==> config.mk <==
export PLATFORM = sky130hd
export DESIGN_NAME = enb_arbiter
export DESIGN_NICKNAME = d
export VERILOG_FILES = /design/src/rtl/enb_pkg.sv /design/src/rtl/enb_retime.sv /design/src/rtl/enb_arbiter.sv
export SDC_FILE = /design/constraint.sdc
export NUM_CORES = 1
export LEC_CHECK = 0
export CAP_MARGIN = 20
export CORE_MARGIN = 5
export CORE_UTILIZATION = 55
export DETAILED_ROUTE_END_ITERATION = 7
export DONT_BUFFER_PORTS = 1
export HOLD_SLACK_MARGIN = 0.08
export PLACE_DENSITY = 0.79
export SYNTH_ARGS = -nofsm -noshare
export SYNTH_HDL_FRONTEND = slang
export SYNTH_HIERARCHICAL = 1
export SYNTH_SLANG_ARGS = --single-unit
==> constraint.sdc <==
create_clock -name clk -period 1.5 [get_ports clk]
set_input_delay 0.225 -clock clk [delete_from_list [all_inputs] [get_ports clk]]
set_output_delay 0.225 -clock clk [all_outputs]
set_load 0.05 [all_outputs]
==> src/rtl/enb_pkg.sv <==
// Shared types, counter widths and the round-robin picker for enb_arbiter.
package enb_pkg;

    typedef enum logic [1:0] {
        IDLE  = 2'd0,
        GRANT = 2'd1,
        GAP   = 2'd2
    } state_t;

    localparam int MAX_N   = 8;
    localparam int IDX_W   = 3;
    localparam int BURST_W = 8;
    localparam int GAP_W   = 4;

    typedef struct packed {
        logic             valid;
        logic [IDX_W-1:0] idx;
    } pick_t;

    // First set request searching upward from ptr+1, wrapping modulo n.
    function automatic pick_t rr_pick(input logic [MAX_N-1:0] req,
                                      input logic [IDX_W-1:0] ptr,
                                      input int               n);
        pick_t            r;
        logic [IDX_W-1:0] cand;
        r = '0;
        for (int k = 1; k <= MAX_N; k++) begin
            cand = IDX_W'((int'(ptr) + k) % n);
            if (k <= n && !r.valid && req[cand]) begin
                r.valid = 1'b1;
                r.idx   = cand;
            end
        end
        return r;
    endfunction

endpackage

==> src/rtl/enb_retime.sv <==
// Falling-edge register turning the grant vector into the enabler inputs.
module enb_retime #(
    parameter int N = 4
) (
    input  logic         clk,
    input  logic         reset_L,
    input  logic [N-1:0] grant,
    output logic [N-1:0] enb
);

    // Capturing on the falling edge keeps enb stable for the whole high phase.
    always_ff @(negedge clk or negedge reset_L) begin
        if (!reset_L) enb <= '0;
        else          enb <= grant;
    end

endmodule

==> src/rtl/enb_arbiter.sv <==
// Burst arbiter for the gated-clock resource: IDLE -> GRANT -> GAP.
// Define ENB_FIXED_PRIORITY_EN for lowest-index-wins instead of round-robin.
module enb_arbiter
    import enb_pkg::*;
#(
    parameter int N     = 4,
    parameter int BURST = 8,
    parameter int GAP   = 1
) (
    input  logic                 clk,
    input  logic                 reset_L,
    input  logic [N-1:0]         req,
    output logic [N-1:0]         enb,
    output logic [$clog2(N)-1:0] grant_id,
    output logic                 busy,
    output logic                 done
);

    localparam int ID_W = $clog2(N);

    state_t             state, state_next;
    logic [N-1:0]       grant, grant_next;
    logic [BURST_W-1:0] burst_cnt, burst_next;
    logic [GAP_W-1:0]   gap_cnt, gap_next;
    logic [ID_W-1:0]    ptr, ptr_next, id_next;
    logic               busy_next, done_next;
    logic [MAX_N-1:0]   req_ext;
    logic [IDX_W-1:0]   ptr_ext;
    logic               released;
    pick_t              pick;

    always_comb begin
        req_ext        = '0;
        req_ext[N-1:0] = req;
    end

`ifdef ENB_FIXED_PRIORITY_EN
    // Searching from N-1 wraps straight to index 0, so the lowest request wins.
    assign ptr_ext = IDX_W'(N - 1);
`else
    assign ptr_ext = IDX_W'(ptr);
`endif

    assign pick     = rr_pick(req_ext, ptr_ext, N);
    assign released = (req & grant) == '0;

    always_comb begin
        // NOTE: every variable gets a default first so no path infers a latch.
        state_next = state;
        grant_next = grant;
        burst_next = burst_cnt;
        gap_next   = gap_cnt;
        ptr_next   = ptr;
        id_next    = grant_id;
        busy_next  = busy;
        done_next  = 1'b0;
        unique case (state)
            IDLE: begin
                if (pick.valid) begin
                    grant_next = N'(1) << pick.idx;
                    burst_next = BURST_W'(BURST - 1);
                    id_next    = pick.idx[ID_W-1:0];
`ifndef ENB_FIXED_PRIORITY_EN
                    ptr_next   = pick.idx[ID_W-1:0];
`endif
                    busy_next  = 1'b1;
                    state_next = GRANT;
                end
            end
            GRANT: begin
                // An early release wins over expiry and never pulses done.
                if (released || burst_cnt == '0) begin
                    done_next  = !released;
                    grant_next = '0;
                    gap_next   = GAP_W'(GAP - 1);
                    state_next = enb_pkg::GAP;
                end else begin
                    burst_next = burst_cnt - 1'b1;
                end
            end
            enb_pkg::GAP: begin
                if (gap_cnt == '0) begin
                    busy_next  = 1'b0;
                    state_next = IDLE;
                end else begin
                    gap_next = gap_cnt - 1'b1;
                end
            end
            default: state_next = IDLE;
        endcase
    end

    always_ff @(posedge clk or negedge reset_L) begin
        if (!reset_L) begin
            state     <= IDLE;
            grant     <= '0;
            burst_cnt <= '0;
            gap_cnt   <= '0;
            ptr       <= ID_W'(N - 1);
            grant_id  <= '0;
            busy      <= 1'b0;
            done      <= 1'b0;
        end else begin
            // NOTE: non-blocking so every register samples pre-edge values.
            state     <= state_next;
            grant     <= grant_next;
            burst_cnt <= burst_next;
            gap_cnt   <= gap_next;
            ptr       <= ptr_next;
            grant_id  <= id_next;
            busy      <= busy_next;
            done      <= done_next;
        end
    end

    enb_retime #(.N(N)) u_retime (
        .clk     (clk),
        .reset_L (reset_L),
        .grant   (grant),
        .enb     (enb)
    );

endmodule

==> summary by stage <==
Outcome
The run finished, with violations left. The checks that failed: setup timing.

Finish
The count of inserted antenna diode cells is 0. Measured on the finished design, the core utilization comes to 78.0%. The post-synthesis to final-layout area growth is 37.1%.

The sequential standard cell area is 703 sq um. The filler cells instantiated in the layout total 156. Cells with a size suffix above 1 make up 42.1% of the layout. Summing all multi-input logic gate instances after layout gives 816 sq um. The count of nets after finishing is 175.

Worst setup path
The worst setup path is captured at an output port. On the worst path, the slowest cell contributes a delay of 470 ps. The slack of the worst reg-to-reg path is -190 ps. Of all nets on the critical path, the largest fanout is 1. The number of buffers and inverters on the critical path is 1. Broken down by cell family, the worst path's largest delay share belongs to flip-flops. The worst register-to-register path has a depth of 7. In this run the critical register-to-register path is captured at burst_cnt[1]. The data arrival time of the critical path is 1690 ps. Walking the worst path, the cells encountered are buf_12. The startpoint kind of the worst setup timing path is a flop. In this run the number of cells on the critical path is 1. The slowest stage of the critical path belongs to the cell sky130_fd_sc_hd__dfrtn_1. The required time reported for the critical path endpoint is 1270 ps.

The startpoint of the lowest-slack register-to-register path is burst_cnt[0]. The startpoint-to-endpoint class of the critical path is reg -> out.

Logic synthesis
The share of synthesized area in the top cell type comes to 39.4%. Dividing the synthesized area by the synthesized cell count gives 10.7 sq um. In this run, synthesis inferred 0 flip-flops with an integrated enable.

The adder and majority gate portion of the synthesized area is 3.58%. In the post-synthesis netlist, the biggest area contributors are sky130_fd_sc_hd__dfrtp_1, sky130_fd_sc_hd__dfrtn_1, sky130_fd_sc_hd__dfstp_2. After synthesis, the share of flip-flops with an asynchronous set or reset is 100%. The dominant combinational cell family by area after synthesis is simple AND/OR/NAND/NOR gates. The largest total area in the synthesized netlist belongs to sky130_fd_sc_hd__dfrtp_1.

The cell with the most instances after synthesis is sky130_fd_sc_hd__dfrtp_1. Yosys mapped the design onto 47 distinct sky130hd cell types. Summing the areas of all compound-gate instances in the mapped netlist gives 18.5% of the synthesized area. The number of instances in the synthesized netlist is 131. The synthesized netlist devotes 1.25% of its cell area to XOR and XNOR gates. For this run, the leading register cell type out of synthesis is sky130_fd_sc_hd__dfrtp_1.

Counting every net in the synthesized netlist gives 141. The portion of synthesized area spent on multiplexers is 5.19%. Synthesis inferred 28 register bits.

The synthesized netlist devotes 19.1% of its cell area to simple gates. The commonest cells after synthesis are sky130_fd_sc_hd__dfrtp_1, sky130_fd_sc_hd__nand2_1, sky130_fd_sc_hd__nor2_1, sky130_fd_sc_hd__a21oi_1. The sequential element share of the synthesized area is 50.3%. The post-synth design cell area is 1400 sq um. The Yosys step of the flow raised 6 warnings.

Placed design
During placement, the flow inserted port buffers numbering 0. Detailed placement finished with a half-perimeter wire length of 2320 um. Routability-driven placement finished with a final weighted congestion of 0.799.

Pwr
Internal power comes to 2050 uW. The net switching power is 1500 uW. Of the total power, the clock network draws 12.4%. The net switching share of the total power is 42.3%. Sequential cells account for 36.3% of the total power. Per report_power, the combinational group accounts for 51.3% of the total. The total leakage power is 0.000837 uW. Power spread over the standard cell area amounts to 1860 nW/um^2. The largest vdd supply drop is 1.83 mV.

Timing
Setup violations remaining at the end of the flow were counted as 15. Across the routed clock network, the largest skew measured is 14.9 ps. The number of hold violations in the final report is 0. The worst pin sits at a relative slew slack of 67.5%.

The tightest hold path in the finished design has a slack of 99.9 ps. Adding up every negative setup slack in the final design gives -2610 ps. Setup repair after global routing could not meet its margin everywhere. Once routing completed, OpenROAD measured the worst setup slack at -419 ps. The max-slew violation count came to 0. For the pin with the worst max-slew slack, the measured transition is 488 ps.

Route
The routed via count is 1177. After detailed routing, the total wire length is 3510 um. In this run the remaining antenna-violating nets after routing total 0.

The number of iterations in the first detailed-routing pass is 4. In the routed design, unresolved DRC markers number 0. The first routing iteration left 51 violations. The routed via count divided by cell count is 6.07. The routed wire length per instance is 18.1 um.

Clocking
TritonCTS created 3 clock buffers. The H-tree depth reported by CTS is 1. The insertion delay of the later-clocked pin in the worst-skew pair is 340 ps. The total clock sinks is 28. The clock tree from TritonCTS is built. The tree is rooted in a sky130_fd_sc_hd__clkbuf_4. The clock passes through at most 2 buffers. Clock-pin slew was measured on the worst setup and hold paths at 160 ps.

Global routing
For met3 alone, demand over resource in global routing was 2.55%. The global route total overflow is 0. The via count of the first global-routing pass is 1167.

Global routing used 32.9% of the available met2 tracks. In the global route stage, met1 resource usage came out at 25.8%. The wire length of the first global-routing pass is 5380 um.

The number of antenna violations at the first check in global routing is 0. The maximum number of pins on one net before global-route repair is 25. Global routing consumed, over all layers together, 20.2% of the routing resources.

The busiest layer in global routing is met2.

Floorplanning
The starting density of the core is 56.9%. The overall die width is 60.4 um. The initialized floorplan defines 18 standard-cell rows. During I/O placement, the number of pins put on the boundary was 14. From bottom edge to top edge, the die measures 60.4 um. The full die area is 3650 sq um. The total core area is 2450 sq um.

Hold path
The min-delay analysis places its worst path in the category in -> reg. The worst hold path begins at req[0]. For hold timing, the worst endpoint is grant[1]. The worst hold path was traced through 2 stages.

Job
Across the run, the number of max-cap violations was 0.
-- how the worst max path moves through the flow --
stage                     endpoint  slack, ps             from
after floorplan             enb[0]       -130  u_retime/enb[0]
after global placement      enb[3]        -30  u_retime/enb[3]
after detailed placement  grant[2]       -100     burst_cnt[0]
after CTS                   enb[2]       -420  u_retime/enb[2]
after global routing        enb[2]       -450  u_retime/enb[2]
final                       enb[2]       -420  u_retime/enb[2]
-- placed cells by master, fill, tap and decap left out, types with 2 or more instances in the layout --
master,instances
sky130_fd_sc_hd__buf_12,4
sky130_fd_sc_hd__nand3_2,2
sky130_fd_sc_hd__dfrtn_1,4
sky130_fd_sc_hd__a21o_1,4
sky130_fd_sc_hd__nor2_1,6
sky130_fd_sc_hd__dfrtp_1,22
sky130_fd_sc_hd__nor3_1,4
sky130_fd_sc_hd__dfstp_2,2
sky130_fd_sc_hd__nand3b_1,3
sky130_fd_sc_hd__a21oi_4,2
sky130_fd_sc_hd__buf_4,22
sky130_fd_sc_hd__clkbuf_4,3
sky130_fd_sc_hd__a21oi_2,2
sky130_fd_sc_hd__a211oi_2,3
sky130_fd_sc_hd__a21oi_1,6
sky130_fd_sc_hd__nor2_2,3
sky130_fd_sc_hd__inv_2,2
sky130_fd_sc_hd__mux2_2,2
sky130_fd_sc_hd__ha_1,3
sky130_fd_sc_hd__o2bb2ai_2,2
sky130_fd_sc_hd__nand2_1,13
sky130_fd_sc_hd__nand2_2,2
sky130_fd_sc_hd__inv_1,3
sky130_fd_sc_hd__mux2i_1,5
sky130_fd_sc_hd__nand4_1,3
sky130_fd_sc_hd__nor3b_4,2
sky130_fd_sc_hd__nand2b_1,3
sky130_fd_sc_hd__buf_6,2
-- cell families (layout without fill, tap and decap cells) --
family,after synthesis,after routing
AO/OA/AOI/OAI,35,35
adder cells (fa/ha/maj),4,4
XOR/XNOR,2,2
multiplexers,7,7
AND/OR/NAND/NOR,48,49
flip-flops,28,28
buffers and inverters,7,39
-- power groups by stage --
stage	logic, uW	registers (uW)	clock network [uW]
final	1830	1290	442
after detailed placement	1460	1280	0
after floorplan	776	1390	0
after CTS	1630	1270	447
after global placement	1390	1270	0
after global routing	1960	1310	482
-- through the flow --
| stage | instance area (sq um) | instances | setup slack (ps) | power [uW] |
|---|---|---|---|---|
| after floorplan | 1400 | 131 | -126 | 2160 |
| after global placement | 1650 | 182 | -29.4 | 2660 |
| after detailed placement | 1650 | 182 | -96.7 | 2750 |
| after CTS | 1790 | 191 | -421 | 3350 |
| after global routing | 1920 | 194 | -449 | 3750 |
| final | 1920 | 194 | -419 | 3560 |
-- metal layers --
layer / wire length (um) / share of wire (%)
met1: 1400 / 40
met2: 1860 / 53
met3: 159 / 4.5
met4: 95 / 2.7
met5: 0 / 0
-- state kept, by name, summed over array words and instances (netlist names) --
register / count
gap_cnt: 4
busy: 1
u_retime/enb: 4
grant: 4
grant_id: 2
burst_cnt: 8
done: 1
ptr: 2
state: 2
-- cell type report --
type / count / share of cell area, %
tap: 30 / 1.96
timing repair buffer: 30 / 15.3
clock buffer: 4 / 2.48
inverter: 5 / 0.980
multi-input combinational: 97 / 42.6
sequential: 28 / 36.7
-- what timing repair did --
| action | 4_1_cts | 5_1_grt |
|---|---|---|
| hold buffers | 1 | 0 |
| buffers inserted | 3 | 2 |
| gates cloned | 1 | 0 |
| pin swaps | 6 | 10 |
| resized for setup | 13 | 20 |
| endpoints found under the setup margin | 18 | 20 |
| hold endpoints to repair | 24 | 0 |
Note: power is estimated with default switching activity, not from simulation.
